File: config.mk
export PLATFORM = sky130hd
export DESIGN_NAME = mem_access_ctrl
export DESIGN_NICKNAME = d
export VERILOG_FILES = /design/src/rtl/mem_access_ctrl_pkg.sv /design/src/rtl/mem_wait_counter.sv /design/src/rtl/mem_access_ctrl.sv
export SDC_FILE = /design/constraint.sdc
export NUM_CORES = 1
export LEC_CHECK = 0
export ABC_AREA = 1
export BUFFER_PORTS_ARGS = -buffer_cell sky130_fd_sc_hd__clkbuf_2
export CORE_MARGIN = 2
export CORE_UTILIZATION = 50
export CTS_CLUSTER_DIAMETER = 80
export DETAILED_ROUTE_END_ITERATION = 12
export GPL_ROUTABILITY_DRIVEN = 0
export PLACE_DENSITY = 0.92
export SYNTH_ARGS = -nofsm -noshare
export SYNTH_HDL_FRONTEND = slang
export SYNTH_SLANG_ARGS = --single-unit
File: constraint.sdc
create_clock -name Clock -period 2.6 [get_ports Clock]
set_clock_uncertainty 0.05 [all_clocks]
set_input_delay 0.52 -clock Clock [delete_from_list [all_inputs] [get_ports Clock]]
set_output_delay 0.52 -clock Clock [all_outputs]
set_load 0.01 [all_outputs]
File: src/rtl/mem_access_ctrl_pkg.sv
// Shared types and default sizing for the memory access controller.
package mem_access_ctrl_pkg;

  localparam int unsigned DATA_WIDTH_DEF   = 32;
  localparam int unsigned ADDR_WIDTH_DEF   = 9;
  localparam int unsigned MEM_SIZE_DEF     = 512;
  localparam int unsigned CNT_WIDTH        = 4;
  localparam int unsigned WAIT_STATES_MAX  = 15;

  typedef enum logic [1:0] {
    IDLE   = 2'b00,
    ACCESS = 2'b01,
    DONE   = 2'b10
  } state_t;

endpackage

File: src/rtl/mem_wait_counter.sv
// Loadable down-counter that times the RAM strobe; zero_c flags the final ACCESS cycle.
module mem_wait_counter
  import mem_access_ctrl_pkg::*;
(
  input  logic                 clk,
  input  logic                 rst_n,
  input  logic                 load,
  input  logic                 dec,
  input  logic [CNT_WIDTH-1:0] load_value,
  output logic                 zero_c
);

  logic [CNT_WIDTH-1:0] count;

  always_ff @(posedge clk or negedge rst_n) begin
    if (!rst_n) begin
      count <= '0;
    end else if (load) begin
      count <= load_value;
    end else if (dec && (count != '0)) begin
      count <= count - CNT_WIDTH'(1);
    end
  end

  assign zero_c = (count == '0);

endmodule

File: src/rtl/mem_access_ctrl.sv
// CPU-to-RAM transfer sequencer: IDLE -> ACCESS (WAIT_STATES+1 strobe cycles) -> DONE.
// Optional address bound check enabled by defining MEM_ACCESS_BOUND_CHECK_EN.
module mem_access_ctrl
  import mem_access_ctrl_pkg::*;
#(
  parameter int unsigned DATA_WIDTH    = DATA_WIDTH_DEF,
  parameter int unsigned ADDRESS_WIDTH = ADDR_WIDTH_DEF,
  parameter int unsigned MEM_SIZE      = MEM_SIZE_DEF,
  parameter int unsigned WAIT_STATES   = 1
) (
  input  logic                     Clock,
  input  logic                     Clear_n,
  input  logic                     req_read,
  input  logic                     req_write,
  input  logic [ADDRESS_WIDTH-1:0] req_addr,
  input  logic [DATA_WIDTH-1:0]    req_wdata,
  output logic                     busy,
  output logic                     done,
  output logic                     err,
  output logic [DATA_WIDTH-1:0]    rdata,
  output logic                     ram_read,
  output logic                     ram_write,
  output logic [ADDRESS_WIDTH-1:0] ram_address,
  output logic [DATA_WIDTH-1:0]    ram_data_in,
  input  logic [DATA_WIDTH-1:0]    ram_data_out
);

  localparam logic [CNT_WIDTH-1:0] CNT_LOAD = CNT_WIDTH'(WAIT_STATES);

  if (WAIT_STATES > WAIT_STATES_MAX) begin : g_bad_wait_states
    $error("WAIT_STATES must be in 0..15");
  end
  if (MEM_SIZE > (64'd1 << ADDRESS_WIDTH)) begin : g_bad_mem_size
    $error("MEM_SIZE exceeds the address space");
  end

  state_t state, state_next;
  logic   op_write_q, op_write_next;
  logic   one_req, both_req, out_of_range, accept_c, reject_c;
  logic   cnt_zero_c, cnt_load, cnt_dec, capture;
  logic   busy_d, done_d, err_d, ram_read_d, ram_write_d;

  assign one_req  = req_read ^ req_write;
  assign both_req = req_read & req_write;

`ifdef MEM_ACCESS_BOUND_CHECK_EN
  localparam logic [ADDRESS_WIDTH:0] MEM_LIMIT = (ADDRESS_WIDTH+1)'(MEM_SIZE);
  assign out_of_range = one_req & ({1'b0, req_addr} >= MEM_LIMIT);
`else
  assign out_of_range = 1'b0;
`endif

  assign accept_c = (state == IDLE) & one_req & ~out_of_range;
  assign reject_c = (state == IDLE) & (both_req | out_of_range);

  always_ff @(posedge Clock or negedge Clear_n) begin
    if (!Clear_n) state <= IDLE;
    else          state <= state_next;
  end

  always_comb begin
    state_next = state;
    unique case (state)
      IDLE:    if (accept_c)   state_next = ACCESS;
      ACCESS:  if (cnt_zero_c) state_next = DONE;
      DONE:                    state_next = IDLE;
      default:                 state_next = IDLE;
    endcase
  end

  // Outputs are computed from the next state so the registered copies line up with it.
  always_comb begin
    busy_d        = 1'b0;
    done_d        = 1'b0;
    err_d         = reject_c;
    ram_read_d    = 1'b0;
    ram_write_d   = 1'b0;
    cnt_load      = 1'b0;
    cnt_dec       = 1'b0;
    capture       = 1'b0;
    op_write_next = op_write_q;
    if (accept_c) begin
      op_write_next = req_write;
      cnt_load      = 1'b1;
    end
    unique case (state_next)
      ACCESS: begin
        busy_d      = 1'b1;
        ram_read_d  = ~op_write_next;
        ram_write_d = op_write_next;
      end
      DONE: begin
        busy_d = 1'b1;
        done_d = 1'b1;
      end
      default: ;
    endcase
    if (state == ACCESS) begin
      cnt_dec = ~cnt_zero_c;
      capture = cnt_zero_c & ~op_write_q;
    end
  end

  // Address and write data only change on acceptance, so RAM inputs stay stable mid-write.
  always_ff @(posedge Clock or negedge Clear_n) begin
    if (!Clear_n) begin
      busy        <= 1'b0;
      done        <= 1'b0;
      err         <= 1'b0;
      ram_read    <= 1'b0;
      ram_write   <= 1'b0;
      op_write_q  <= 1'b0;
      ram_address <= '0;
      ram_data_in <= '0;
      rdata       <= '0;
    end else begin
      busy       <= busy_d;
      done       <= done_d;
      err        <= err_d;
      ram_read   <= ram_read_d;
      ram_write  <= ram_write_d;
      op_write_q <= op_write_next;
      if (accept_c) begin
        ram_address <= req_addr;
        ram_data_in <= req_wdata;
      end
      if (capture) rdata <= ram_data_out;
    end
  end

  mem_wait_counter u_wait_counter (
    .clk        (Clock),
    .rst_n      (Clear_n),
    .load       (cnt_load),
    .dec        (cnt_dec),
    .load_value (CNT_LOAD),
    .zero_c     (cnt_zero_c)
  );

endmodule

==> impl_metrics.tcl <==
set metrics [dict create \
    crit_end "rdata[27]$_DFFE_PN0P_" \
    fin_ws_ps 660.7 \
    core_um2 6459 \
    ys_async_sr_fraction 1.000 \
    crit_top_cell "nand2_1" \
    pre_cts_slack_ps 655.1 \
    whs_ps 120.6 \
    p_leak_nw 2.618 \
    synth_area_um2 3383 \
    place.port_buffers 154 \
    h-tree-depth 3 \
    cts.sinks 85 \
    crit_arrival_ps 2100 \
    clock_path_buffers 2 \
    hpwl_mm 5.737 \
    fin_tns_setup_ps 0 \
    grt_overflow 0 \
    critPathKind "flip-flop to flip-flop" \
    placed_area_um2 4195 \
    r2r_slack_ps 660 \
    max_cap_violations 0 \
    synth.top_cell.area_share 0.6287 \
    cts_root_buf "clkbuf_8" \
    synth_common_cells "192 x nand2_1, 85 x dfrtp_1, 43 x nand3_1" \
    crit_path_start "u_wait_counter.count[0]$_DFFE_PN0P_" \
    io_pins 155 \
    syn_nets 455 \
    crit_required_ps 2770 \
    initial_core_util 0.5238 \
    groute.usage.overall 0.2146 \
    cts_tree "yes" \
    seq_area_um2 2127 \
    grt_pass1_vias 2827 \
    layout.nets 605 \
    drt_iter0_drc 66 \
    synth_flop_cell "dfrtp_1" \
    grt_pass1_wl_mm 12.43 \
    dr_total_vias 2938 \
    cts_setup_buffers 0 \
    clock_latency_ps 340 \
    synthCells 373 \
    antenna_found_initial 0 \
    setup_violations 0 \
    firstDrtPassIters 4 \
    design_area_um2 4422 \
    layout-drive-gt1-share 0.3466 \
    end_kind "flip-flop" \
    ir_drop_v 0.0006380 \
    drv_slew 0 \
    syn_avg_cell_area_um2 9.070 \
    hold_violations 0 \
    synth.most_common_cell "nand2_1" \
    slew_headroom 0.6168 \
    avgViaCountPerCell 4.856 \
    path_cells "inv_1 -> ha_1 -> nand2_2 -> nor2_4 -> nand2_4 -> clkinv_2 -> nand2_1 -> nand2_1" \
    hold_class "input port to asynchronous set/reset pin" \
    placementRows 29 \
    cts_resized 0 \
    path_max_fanout 33 \
    rr_endpoint "rdata[27]$_DFFE_PN0P_" \
    die_h_um 86.26 \
    worst_pin_slew_ps 574.8 \
    drc 0 \
    min_period_ps 1939 \
    reg2reg_from "u_wait_counter.count[0]$_DFFE_PN0P_" \
    grt_max_degree 48 \
    cts.reportedPaths.clkPinSlew_ps 80 \
    rr_worst_depth 8 \
    die_area_um2 7441 \
    yosysSeqAreaShare 0.6287 \
    timing.final.crit_share 0.7459 \
    status "complete, no violations" \
    routed_wl_mm 7.631 \
    synth_cell_types 22 \
    p_per_area_nw_per_um2 1261 \
    chipWidth_um 86.26 \
    ys_warn_count 0 \
    synth-edff-count 0 \
    postCtsHoldBufs 0 \
    antenna_cells 0 \
    n_fill_cell 510 \
    fmax_ghz 0.5156 \
    cp_slowest_cell "clkinv_2" \
    ys_ff_latch 85 \
    syn_to_final_growth_pct 30.70 \
    ant_nets 0 \
    numCtsBuffers 9 \
    grt_setup_unrepaired "no" \
    multi_input_area_um2 1102 \
    startpoint_type "flip-flop" \
    wl_per_cell_um 12.61 \
    synth_largest_area_cell "dfrtp_1" \
    ys_top_cells_by_area "dfrtp_1 63%, nand2_1 21%, nand3_1 6.4%" \
    slowest_delay_ps 410 \
]
[flip-flops by register name, summed over array words and instances (netlist names)]
name / count
err: 1
done: 1
busy: 1
ram_data_in: 32
ram_write: 1
ram_address: 9
op_write_q: 1
ram_read: 1
state: 2
rdata: 32
u_wait_counter.count: 4
[cell usage in the layout, fill, tap and decap left out, drive strengths merged]
master | netlist | final
inv | 11 | 11
nor2 | 6 | 6
nor3b | 1 | 1
clkinvlp | 0 | 1
nand2 | 194 | 194
clkinv | 1 | 1
dfrtp | 85 | 85
bufinv | 0 | 2
ha | 5 | 5
nand4 | 2 | 2
buf | 14 | 6
or2 | 2 | 2
clkbuf | 6 | 166
o21ai | 2 | 2
a21oi | 1 | 1
nand3 | 43 | 43
[report_power, final]
part / switching, W / internal [W] / leakage, nW
sequential: 0.000364 / 0.00196 / 1.04
combinational: 0.00138 / 0.000855 / 1.47
clock: 0.000425 / 0.000595 / 0.110
[logic make-up after synthesis]
| logic type | after synthesis | share of synthesized area |
|---|---|---|
| adder cells (fa/ha/maj) | 5 | 0.01849 |
| flip-flops | 85 | 0.6287 |
| AND/OR/NAND/NOR | 248 | 0.3018 |
| buffers and inverters | 32 | 0.04549 |
| AO/OA/AOI/OAI | 3 | 0.005545 |
[per-stage QoR]
step                  util  power (W)  std cells
finish              0.6846   0.005578        605
global route        0.6846   0.006029        605
detailed placement  0.6496   0.004604        589
floorplan                -   0.003629        373
CTS                 0.6846   0.005644        605
global placement    0.6496   0.004471        589
[critical path, delay by kind of cell, from the launching register on]
family / cells / cell delay [ps]
buf+inv: 2 / 510
simple gates: 5 / 640
fa+ha+maj: 1 / 240
flops: 1 / 350
[worst min path at each step]
stage / endpoint / slack, ps / depth (start not counted)
4_1_cts: rdata[10]$_DFFE_PN0P_ / 130 / 1
3_5_place_dp: ram_data_in[19]$_DFFE_PN0P_ / 410 / 2
6_report: rdata[10]$_DFFE_PN0P_ / 120 / 1
3_3_place_gp: ram_address[3]$_DFFE_PN0P_ / 400 / 2
2_1_floorplan: busy$_DFF_PN0_ / 170 / 0
5_1_grt: rdata[10]$_DFFE_PN0P_ / 160 / 1
[cell type report]
class,instances,share of cell area
clock buffers,13,0.03594
flip-flops and latches,85,0.4810
repair buffers,159,0.1862
well taps,77,0.02179
inverters,12,0.01047
multi-input cells,256,0.2493
clock inverters,3,0.01528
[metal layers]
| metal | share of wire | vias to the layer above | global-route usage | wire length (um) |
|---|---|---|---|---|
| li1 | - | 1449 | - | - |
| met1 | 0.44 | 1316 | 0.2750 | 3386 |
| met2 | 0.45 | 160 | 0.3524 | 3437 |
| met3 | 0.088 | 13 | 0.05048 | 673 |
| met4 | 0.017 | 0 | 0.09233 | 133 |
| met5 | 0 | - | 0 | 0 |
Note: power is estimated with default switching activity, not from simulation.
